--- config.mk ---
export PLATFORM = sky130hd
export DESIGN_NAME = herald_host_driver_flat
export DESIGN_NICKNAME = d
export VERILOG_FILES = /design/src/rtl/herald_host_driver_if.sv /design/src/rtl/herald_host_driver.sv /design/src/flat_wrapper.sv
export SDC_FILE = /design/constraint.sdc
export NUM_CORES = 1
export LEC_CHECK = 0
export ABC_AREA = 0
export BUFFER_PORTS_ARGS = -buffer_cell sky130_fd_sc_hd__buf_2
export CAP_MARGIN = 15
export CORE_MARGIN = 2
export CORE_UTILIZATION = 50
export DETAILED_ROUTE_END_ITERATION = 12
export PLACE_DENSITY = 0.77
export SYNTH_ARGS = -nofsm -noshare
export SYNTH_HDL_FRONTEND = slang
export SYNTH_SLANG_ARGS = --single-unit
--- constraint.sdc ---
create_clock -name clk -period 2.76 [get_ports clk]
set_input_delay 0.414 -clock clk [delete_from_list [all_inputs] [get_ports clk]]
set_output_delay 0.414 -clock clk [all_outputs]
set_load 0.03 [all_outputs]
--- src/rtl/herald_host_driver_if.sv ---
// herald_host_driver_if: request/response port and byte-wide strobe bus of the Herald host driver
interface herald_host_driver_if;
    logic        req_valid;
    logic        req_ready;
    logic [7:0]  req_cmd;
    logic [15:0] req_opa;
    logic [15:0] req_opb;
    logic        rsp_valid;
    logic [31:0] rsp_data;
    logic        rsp_err;
    logic [7:0]  bus_out;
    logic        wr_strobe;
    logic        rd_strobe;
    logic [7:0]  bus_in;
    logic        active;
    modport master (
        input  req_valid, req_cmd, req_opa, req_opb, bus_in,
        output req_ready, rsp_valid, rsp_data, rsp_err, bus_out, wr_strobe, rd_strobe, active
    );
    modport slave (
        output req_valid, req_cmd, req_opa, req_opb, bus_in,
        input  req_ready, rsp_valid, rsp_data, rsp_err, bus_out, wr_strobe, rd_strobe, active
    );
endinterface

--- src/rtl/herald_host_driver.sv ---
// herald_host_driver: serialises one command onto the Herald strobe bus and collects its result bytes
module herald_host_driver #(
    parameter int STROBE_HI     = 2,
    parameter int STROBE_LO     = 2,
    parameter int RD_SAMPLE_DLY = 2,
    parameter int TIMEOUT       = 1023
) (
    input logic clk,
    input logic rst,
    herald_host_driver_if.master hif
);
    typedef enum logic [3:0] {
        IDLE, WR_SETUP, WR_HI, WR_LO, WAIT_BUSY_HI, WAIT_BUSY_LO, RD_HI, RD_LO, RESPOND
    } state_t;
    localparam int CW = $clog2(TIMEOUT + STROBE_HI + STROBE_LO + 2);
    state_t state, nxt;
    logic [CW-1:0] cnt;
    logic [15:0] opa_q, opb_q;
    logic [2:0] nw, nr, wi, nw_d, nr_d;
    logic [1:0] rc;
    logic [31:0] data_q;
    logic err_q;
    logic [7:0] out_q, wbyte;
    logic accept, busy, tmo, hi_done, lo_done, samp, tmo_evt;
    assign accept  = hif.req_valid && state == IDLE;
    assign busy    = hif.bus_in[7];
    assign tmo     = cnt == CW'(TIMEOUT);
    assign hi_done = cnt == CW'(STROBE_HI - 1);
    assign lo_done = cnt == CW'(STROBE_LO - 1);
    assign nw_d = hif.req_cmd == 8'h10 ? 3'd3 :
                  (hif.req_cmd inside {8'h11, 8'h12, 8'h20, 8'h21}) ? 3'd5 :
                  hif.req_cmd == 8'h22 ? 3'd1 : 3'd0;
    assign nr_d = hif.req_cmd == 8'h10 ? 3'd4 :
                  (hif.req_cmd inside {8'h11, 8'h12, 8'h20, 8'h21}) ? 3'd2 : 3'd0;
    // the command byte is loaded straight from the request, so wi indexes operand bytes 1..4
    assign wbyte = wi == 3'd1 ? opa_q[7:0] : wi == 3'd2 ? opa_q[15:8] : wi == 3'd3 ? opb_q[7:0] : opb_q[15:8];
    // the peripheral shows each read byte for a single cycle, RD_SAMPLE_DLY edges after rd rises
    assign samp = (state == RD_HI && cnt == CW'(RD_SAMPLE_DLY - 1)) ||
                  (RD_SAMPLE_DLY > STROBE_HI && state == RD_LO && cnt == CW'(RD_SAMPLE_DLY - 1 - STROBE_HI));
    assign tmo_evt = tmo && ((state == WAIT_BUSY_HI && !busy) || (state == WAIT_BUSY_LO && busy));
    always_comb begin
        nxt = state;
        unique case (state)
            IDLE:         if (accept) nxt = nw_d == 3'd0 ? RESPOND : WR_SETUP;
            WR_SETUP:     nxt = WR_HI;
            WR_HI:        if (hi_done) nxt = WR_LO;
            WR_LO:        if (lo_done) nxt = wi == 3'd1 ? WAIT_BUSY_HI : wi < nw ? WR_SETUP : WAIT_BUSY_LO;
            WAIT_BUSY_HI: if (busy) nxt = wi < nw ? WR_SETUP : WAIT_BUSY_LO; else if (tmo) nxt = RESPOND;
            WAIT_BUSY_LO: if (!busy) nxt = nr == 3'd0 ? RESPOND : RD_HI; else if (tmo) nxt = RESPOND;
            RD_HI:        if (hi_done) nxt = RD_LO;
            RD_LO:        if (lo_done) nxt = {1'b0, rc} + 3'd1 < nr ? RD_HI : RESPOND;
            RESPOND:      nxt = IDLE;
            default:      nxt = IDLE;
        endcase
    end
    always_ff @(posedge clk or posedge rst) begin
        if (rst) begin
            state  <= IDLE;
            cnt    <= '0;
            opa_q  <= '0;
            opb_q  <= '0;
            nw     <= '0;
            nr     <= '0;
            wi     <= '0;
            rc     <= '0;
            data_q <= '0;
            err_q  <= 1'b0;
            out_q  <= '0;
        end else begin
            state <= nxt;
            cnt   <= nxt == state ? cnt + CW'(1) : '0;
            if (accept) begin
                opa_q  <= hif.req_opa;
                opb_q  <= hif.req_opb;
                nw     <= nw_d;
                nr     <= nr_d;
                wi     <= nw_d != 3'd0 ? 3'd1 : 3'd0;
                rc     <= '0;
                data_q <= '0;
                err_q  <= nw_d == 3'd0;
                if (nw_d != 3'd0) out_q <= hif.req_cmd;
            end else if (nxt == WR_SETUP) begin
                out_q <= wbyte;
                wi    <= wi + 3'd1;
            end
            if (samp) data_q[{rc, 3'b000} +: 8] <= hif.bus_in;
            if (state == RD_LO && lo_done) rc <= rc + 2'd1;
            if (tmo_evt) begin
                err_q  <= 1'b1;
                data_q <= '0;
            end
        end
    end
    assign hif.req_ready = state == IDLE;
    assign hif.active    = state != IDLE;
    assign hif.rsp_valid = state == RESPOND;
    assign hif.wr_strobe = state == WR_HI;
    assign hif.rd_strobe = state == RD_HI;
    assign hif.rsp_data  = data_q;
    assign hif.rsp_err   = err_q;
    assign hif.bus_out   = out_q;
endmodule

--- src/flat_wrapper.sv ---
// flat-port wrapper written by rule: the top's interface ports become plain ports
module herald_host_driver_flat 
#(
    parameter int STROBE_HI     = 2,
    parameter int STROBE_LO     = 2,
    parameter int RD_SAMPLE_DLY = 2,
    parameter int TIMEOUT       = 1023
)
  (clk, rst, hif_req_valid, hif_req_cmd, hif_req_opa, hif_req_opb, hif_bus_in, hif_req_ready, hif_rsp_valid, hif_rsp_data, hif_rsp_err, hif_bus_out, hif_wr_strobe, hif_rd_strobe, hif_active);
  herald_host_driver_if hif_i ();
  input logic clk;
  input logic rst;
  input wire logic [$bits(hif_i.req_valid)-1:0] hif_req_valid;
  input wire logic [$bits(hif_i.req_cmd)-1:0] hif_req_cmd;
  input wire logic [$bits(hif_i.req_opa)-1:0] hif_req_opa;
  input wire logic [$bits(hif_i.req_opb)-1:0] hif_req_opb;
  input wire logic [$bits(hif_i.bus_in)-1:0] hif_bus_in;
  output wire logic [$bits(hif_i.req_ready)-1:0] hif_req_ready;
  output wire logic [$bits(hif_i.rsp_valid)-1:0] hif_rsp_valid;
  output wire logic [$bits(hif_i.rsp_data)-1:0] hif_rsp_data;
  output wire logic [$bits(hif_i.rsp_err)-1:0] hif_rsp_err;
  output wire logic [$bits(hif_i.bus_out)-1:0] hif_bus_out;
  output wire logic [$bits(hif_i.wr_strobe)-1:0] hif_wr_strobe;
  output wire logic [$bits(hif_i.rd_strobe)-1:0] hif_rd_strobe;
  output wire logic [$bits(hif_i.active)-1:0] hif_active;
  assign hif_i.req_valid = hif_req_valid;
  assign hif_i.req_cmd = hif_req_cmd;
  assign hif_i.req_opa = hif_req_opa;
  assign hif_i.req_opb = hif_req_opb;
  assign hif_i.bus_in = hif_bus_in;
  assign hif_req_ready = hif_i.req_ready;
  assign hif_rsp_valid = hif_i.rsp_valid;
  assign hif_rsp_data = hif_i.rsp_data;
  assign hif_rsp_err = hif_i.rsp_err;
  assign hif_bus_out = hif_i.bus_out;
  assign hif_wr_strobe = hif_i.wr_strobe;
  assign hif_rd_strobe = hif_i.rd_strobe;
  assign hif_active = hif_i.active;
  herald_host_driver #(.STROBE_HI(STROBE_HI), .STROBE_LO(STROBE_LO), .RD_SAMPLE_DLY(RD_SAMPLE_DLY), .TIMEOUT(TIMEOUT)) u_core (.clk(clk), .rst(rst), .hif(hif_i));
endmodule
Yosys cells after proc, flatten, opt, wreduce, memory -nomap -nowiden
Index checks and enable logic that the tools add are counted.
Operators by class
  equal/unequal tests: 22
  reduce and logical (&&, ||, !) cells: 18
  add/subtract/negate cells: 5
  mux-type cells: 37
  shift operators: 2
  order comparisons: 2
Operators by type and width (number)
  2-to-1 mux 32 bit: 3
  2-to-1 mux 8 bit: 6
  2-to-1 mux 4 bit: 11
  bitwise mux 32 bit: 1
  one-hot mux 4 bit (8 select lines): 1
  variable shift 8 x 7 -> 32 bit, first input constant: 1
  variable part select 8 x 7 -> 32 bit: 1
  equality test 8 x 5 -> 1 bit, second input constant: 3
  equality test 8 x 6 -> 1 bit, second input constant: 3
  2-to-1 mux 3 bit: 7
  equality test 4 x 3 -> 1 bit, second input constant: 4
  adder 11 x 1 -> 11 bit, second input constant: 1
  equality test 11 x 1 -> 1 bit, second input constant: 1
  equality test 11 x 10 -> 1 bit, second input constant: 1
  2-to-1 mux 11 bit: 1
  equality test 4 x 1 -> 1 bit, second input constant: 2
  equality test 4 x 2 -> 1 bit, second input constant: 2
  nonzero test 4 bit: 2
  negation 5 -> 7 bit: 1
  equality test 3 x 2 -> 1 bit, second input constant: 2
  logical AND 1 bit: 6
  logical NOT 3 bit: 2
  < comparator 3 bit: 2
  2-to-1 mux 2 bit: 3
  other kinds (14): 19
Word-level totals
  register bits after elaboration: 99
  word-level logic and storage cells: 97
  input port bits: 51

Depth between registers and ports, before layout
  depth in word-level cells: 11
  gate-level depth with buffers: 10
  mapped depth without buffers: 9

Least setup slack after synthesis
Ideal clock, no wire load.
  path kind: register to register
  start point: reg u_core.state[0]
  end point: reg u_core.wi[2]
  data required time: 2.673 ns
  path slack: 0.155 ns
  cell stages (with the launch flop): 9
  arrival time: 2.518 ns
  library setup time: 0.087 ns
  cells stage by stage: dfrtp_1 nor4_2 and4b_1 a311oi_1 and4b_4 nor4_4 buf_6 nor2_1 a211oi_2
Between the ends
  word-level cells in the longest chain between the ends: 6
  elaborated cells on any way between the ends: 21
  classes of those cells: 8 x eq/ne; 10 x mux; 3 x reduce/logical
Ends and longest elaborated chain
  start, declared: line herald_host_driver.sv:16  | state_t state, nxt;
  start signal, assigned: line herald_host_driver.sv:70  | state <= nxt;
  logical NOT 4 bit (*)
  named net hif_req_ready: line flat_wrapper.sv:18  | output wire logic [$bits(hif_i.req_ready)-1:0] hif_req_ready;
  logical AND 1 bit: line herald_host_driver.sv:25  | assign accept = hif.req_valid && state == IDLE;
  2-to-1 mux 4 bit: line herald_host_driver.sv:44  | IDLE: if (accept) nxt = nw_d == 3'd0 ? RESPOND : WR_SETUP;
  one-hot mux 4 bit (8 select lines): line herald_host_driver.sv:43  | unique case (state)
  equality test 4 x 1 -> 1 bit: line herald_host_driver.sv:82  | end else if (nxt == WR_SETUP) begin
  nonzero test 2 bit (no line)
  end signal, assigned: line herald_host_driver.sv:77  | wi <= nw_d != 3'd0 ? 3'd1 : 3'd0;
  end signal, assigned: line herald_host_driver.sv:84  | wi <= wi + 3'd1;
  end, declared: line herald_host_driver.sv:19  | logic [2:0] nw, nr, wi, nw_d, nr_d;
Mark *: on every way through the listed nets, which the timed path passes. The rest lies on a longest branch.
A chain may end at the register's enable or synchronous reset.

Worst setup path after layout
  start point: reg u_core.rc[0]
  end point: reg u_core.cnt[7]
Between the ends
  word-level cells in the longest chain between the ends: 7
Ends and longest elaborated chain
  start, declared: line herald_host_driver.sv:20  | logic [1:0] rc;
  start signal, assigned: line herald_host_driver.sv:87  | if (state == RD_LO && lo_done) rc <= rc + 2'd1;
  adder 2 x 1 -> 3 bit: line herald_host_driver.sv:51  | RD_LO: if (lo_done) nxt = {1'b0, rc} + 3'd1 < nr ? RD_HI : RESPOND;
  < comparator 3 bit: line herald_host_driver.sv:51
  2-to-1 mux 4 bit (2 in series): line herald_host_driver.sv:51
  one-hot mux 4 bit (8 select lines): line herald_host_driver.sv:43
  named net u_core.nxt[3]: line herald_host_driver.sv:16
  equality test 4 bit: line herald_host_driver.sv:71  | cnt <= nxt == state ? cnt + CW'(1) : '0;
  2-to-1 mux 11 bit: line herald_host_driver.sv:71
  end signal, assigned: line herald_host_driver.sv:71
  end, declared: line herald_host_driver.sv:17  | logic [CW-1:0] cnt;
The timed path passes the listed nets, and every way through them passes these cells.

==> impl.org <==
** GRT
- The first global-routing pass estimated 19200 um of wire.
- Global routing used 23.9% of the available tracks.
- Grt ovf :: 0
- The number of antenna violations at the first check in global routing is 0.
- The number of global-route vias before repair came to 3950.
- Pin count of the biggest net entering global routing :: 41

** STA
- Setup violations remaining at the end of the flow were counted as 0.
- The count of final hold-check violations came to 0.
- Tightest Pin Transition :: 847 ps
- Setup repair after global routing left no endpoint under its margin.
- Setup total negative slack on the finished layout was measured at 0 ps.
- Measured against its own limit, the worst slew margin works out to 43.4%.
- Worst Skew :: 14.3 ps
- Based on the critical path, the design can be clocked at up to 0.379 GHz.
- For the finished layout, the period the worst path requires is 2640 ps.
- Worst setup slack after layout :: 120 ps
- Total count of max-transition violations in the final report :: 0
- Final cycle utilization of the critical path :: 95.6%

** Clocking
- Clock transition at the register clock pins on the worst setup and hold paths after CTS :: 100 ps
- Clock sink count :: 96
- Clock tree buffer depth :: 2
- CTS H-tree lvls :: 3
- TritonCTS built the clock tree.
- The number of clock buffers added by TritonCTS is 9.
- Clock latency on the worst-skew pair :: 370 ps
- Clock tree root driver cell :: sky130_fd_sc_hd__clkbuf_8

** Run
- Count of maximum capacitance violations :: 0

** Route
- Wirelength, routed :: 11800 um
- Detailed-route wire length per cell :: 15.9 um
- Met2 wire len :: 5830 um
- Dividing the detail-routed via count by the number of cells gives 5.46.
- Across all layers, the routed design uses 4069 vias.
- For this block, wires on met1 add up to 5020 um.
- Highest Signal Layer :: met4
- Iteration-0 DRC Markers :: 276
- Drt drc :: 0
- WL met3 :: 764 um
- Initial DRT Pass Iterations :: 5
- Post-route antenna net violation count :: 0

** Synthesis
- Net count after synthesis :: 573
- The synthesized netlist contains 57 unique library cells.
- Syn Area/Cell :: 9.39 um2
- Sequential cells were found to cover 50.4% of the synthesized design area.
- The synthesized design contains 96 register bits.
- Counting flops with an async set or reset pin after synthesis yields a share of 100%.
- Gate count after technology mapping :: 508
- Yosys mapped a number of flops with a built-in enable equal to 0.
- YS warnings :: 0
- Area of the mapped netlist :: 4770 um2
- Post-synth top flop :: sky130_fd_sc_hd__dfrtp_1

** Worst setup path
- The worst setup path is captured at a register.
- Largest fanout of any net on the critical path :: 11
- Critical Setup Path Class :: reg -> reg
- For the worst setup path, the data arrival time is 2940 ps.
- STA classifies the critical path startpoint as a register.
- At the worst endpoint, the required time is 3060 ps.

** Placement
- Worst slack, placed :: 50.7 ps
- Cell count after placement :: 727
- Number of port buffers :: 96
- Final HPWL from detailed placement :: 8770 um
- GPL Wtd Cong :: 0.924

** Cells and area
- Final core utilization :: 61.3%
- After filler insertion, the fill cell instance count of the layout stands at 788.
- Growth of design area from synthesis to finish :: 18.8%
- At the end of the flow, the number of nets in the layout was 676.
- The repair_antennas step left the layout with diodes totalling 0.
- Share of post-route cells with drive strength above 1 :: 26.1%
- Post-route insts no fill :: 745

** Die
- The die is 102 um tall.
- In this run the count of I/O pins placed on the die edge is 97.
- Die ar. :: 10300 um2
- Once the floorplan was initialized, standard cells occupied 51.6% of the core.
- The floorplan has 35 rows.
- Core outline area :: 9240 um2
- Die width :: 102 um

** Power and ir drop
- Power density over the cells :: 683 nW/um2
- Static power due to leakage :: 0.00281 uW
- IR analysis of the VDD net gives a maximum drop of 0.528 mV.

** Outcome
- Status :: finished, final reports clean

** Worst hold path
- Min-Delay Path Class :: in -> async
## layout by cell type (no fill, tap or decap), types with 2 or more instances in the layout
master and instances:
sky130_fd_sc_hd__dfrtp_1 96, sky130_fd_sc_hd__a211oi_2 2, sky130_fd_sc_hd__a22oi_1 30, sky130_fd_sc_hd__xor2_1 7, sky130_fd_sc_hd__clkinvlp_4 2, sky130_fd_sc_hd__nor2b_1 2
sky130_fd_sc_hd__nor3_1 2, sky130_fd_sc_hd__a21oi_1 20, sky130_fd_sc_hd__ha_1 14, sky130_fd_sc_hd__nand4_1 3, sky130_fd_sc_hd__a31oi_1 12, sky130_fd_sc_hd__buf_2 96
sky130_fd_sc_hd__o221ai_1 8, sky130_fd_sc_hd__nand2_1 103, sky130_fd_sc_hd__or2_2 2, sky130_fd_sc_hd__nor4_4 3, sky130_fd_sc_hd__xnor2_1 5, sky130_fd_sc_hd__buf_4 19
sky130_fd_sc_hd__o21ai_0 13, sky130_fd_sc_hd__nor4_1 3, sky130_fd_sc_hd__nor2_1 74, sky130_fd_sc_hd__o31ai_1 2, sky130_fd_sc_hd__clkbuf_8 9, sky130_fd_sc_hd__nand3_1 10
sky130_fd_sc_hd__nand2b_1 8, sky130_fd_sc_hd__inv_1 22, sky130_fd_sc_hd__and3_1 3, sky130_fd_sc_hd__inv_6 3, sky130_fd_sc_hd__mux2_2 8, sky130_fd_sc_hd__o211ai_1 2
## stage by stage
step                      area [um2]  hold slack (ps)  power (uW)
final                           5670              194        3870
after detailed placement        5460              457        3000
after global routing            5670              235        4110
after CTS                       5650              214        3880
after global placement          5460              452        2950
after floorplan                 4770              440        2630
## power by group
| group | switching (uW) | leakage (uW) | internal (uW) | total [uW] |
|---|---|---|---|---|
| sequential | 165 | 0.00126 | 1660 | 1830 |
| combinational | 742 | 0.00146 | 418 | 1160 |
| clock | 541 | 0.0000934 | 345 | 885 |
| total | 1450 | 0.00281 | 2420 | 3870 |
## layer usage
metal / GRT usage (%) / vias to the layer above
met5: 0 / -
met1: 32.8 / 1950
met2: 37.8 / 149
li1: - / 1948
met3: 4.55 / 22
met4: 8.73 / 0
## final cells by class
cell class | instances | area, um2 | share of cell area (%)
Sequential cell | 96 | 2400 | 42.4
Multi-Input combinational cell | 365 | 2180 | 38.5
Timing Repair Buffer | 116 | 643 | 11.4
Tap cell | 129 | 161 | 2.85
Clock buffer | 9 | 124 | 2.19
Inverter | 23 | 90.1 | 1.59
Clock inverter | 7 | 63.8 | 1.13
## flip-flops by register name, summed over array words and instances, names as in the netlist, 3 cells and up
signal and flops:
u_core.opa_q 16, u_core.hif.bus_out 8, u_core.opb_q 16, u_core.wi 3, u_core.state 4, u_core.hif.rsp_data 32, u_core.cnt 11
## Yosys cell counts (2+ instances only)
cell	instances	area share [%]
sky130_fd_sc_hd__dfrtp_1	96	50
sky130_fd_sc_hd__buf_2	3	0.31
sky130_fd_sc_hd__nor3_1	2	0.21
sky130_fd_sc_hd__mux2_2	8	1.9
sky130_fd_sc_hd__nor2_1	74	5.8
sky130_fd_sc_hd__nor4_4	3	1.3
sky130_fd_sc_hd__nand2b_1	8	1.0
sky130_fd_sc_hd__o211ai_1	2	0.31
sky130_fd_sc_hd__xnor2_1	5	0.92
sky130_fd_sc_hd__a31oi_1	12	1.6
sky130_fd_sc_hd__a211oi_2	2	0.52
sky130_fd_sc_hd__nand3_1	10	1.0
sky130_fd_sc_hd__o31ai_1	2	0.31
sky130_fd_sc_hd__nor4_1	3	0.39
sky130_fd_sc_hd__buf_1	3	0.24
sky130_fd_sc_hd__inv_1	23	1.8
sky130_fd_sc_hd__nand4_1	3	0.39
sky130_fd_sc_hd__o21ai_0	14	1.5
sky130_fd_sc_hd__nor2b_1	2	0.26
sky130_fd_sc_hd__and3_1	3	0.39
sky130_fd_sc_hd__clkbuf_1	16	1.3
sky130_fd_sc_hd__a22oi_1	30	4.7
sky130_fd_sc_hd__ha_1	14	3.7
sky130_fd_sc_hd__xor2_1	7	1.3
sky130_fd_sc_hd__nand2_1	103	8.1
sky130_fd_sc_hd__a21oi_1	21	2.2
sky130_fd_sc_hd__or2_2	2	0.26
sky130_fd_sc_hd__o221ai_1	8	1.5
## worst max-delay path: stages (launching register included)
cell                       delay, ps
sky130_fd_sc_hd__dfrtp_1         390
sky130_fd_sc_hd__inv_1           100
sky130_fd_sc_hd__ha_1            360
sky130_fd_sc_hd__nand2b_1        180
sky130_fd_sc_hd__a21oi_2         170
sky130_fd_sc_hd__nor4_1           70
sky130_fd_sc_hd__or4b_4          520
sky130_fd_sc_hd__a211oi_1        280
sky130_fd_sc_hd__o211ai_1        160
sky130_fd_sc_hd__buf_4           200
sky130_fd_sc_hd__nor2_1          130
## worst paths after layout
check / start / depth (start not counted) / slack [ps] / to
worst max-delay path: u_core.rc[0]$_DFFE_PP0P_ / 10 / 120 / u_core.cnt[7]$_DFF_PP0_
worst min-delay path: rst / 2 / 190 / u_core.opa_q[7]$_DFFE_PP0P_
worst max register to register: u_core.rc[0]$_DFFE_PP0P_ / 10 / 120 / u_core.cnt[7]$_DFF_PP0_
worst min register to register: u_core.opb_q[3]$_DFFE_PP0P_ / 2 / 480 / u_core.opb_q[3]$_DFFE_PP0P_
max in group asynchronous: rst / 3 / 1780 / u_core.hif.rsp_data[4]$_DFF_PP0_
min in group clk: hif_req_opa[8] / 3 / 230 / u_core.opa_q[8]$_DFFE_PP0P_
## kinds of logic (layout without fill, tap and decap cells)
logic type,count (synthesis),count (layout),share of synthesized area (%)
and+or+nand+nor,231,231,23.7
AOI/OAI and AO/OA,100,100,14.2
DFF,96,96,50.4
buffers and inverters,47,155,4.01
adders and majority gates,14,14,3.67
xor gates and xnor gates,12,12,2.20
muxes,8,8,1.89
## what timing repair did
action,in CTS,in global routing
gates resized for setup,0,2
hold endpoints to repair,0,0
buffers inserted,0,2
endpoints found under the setup margin,0,16
hold buffers,0,0
Note: power is estimated with default switching activity, not from simulation.
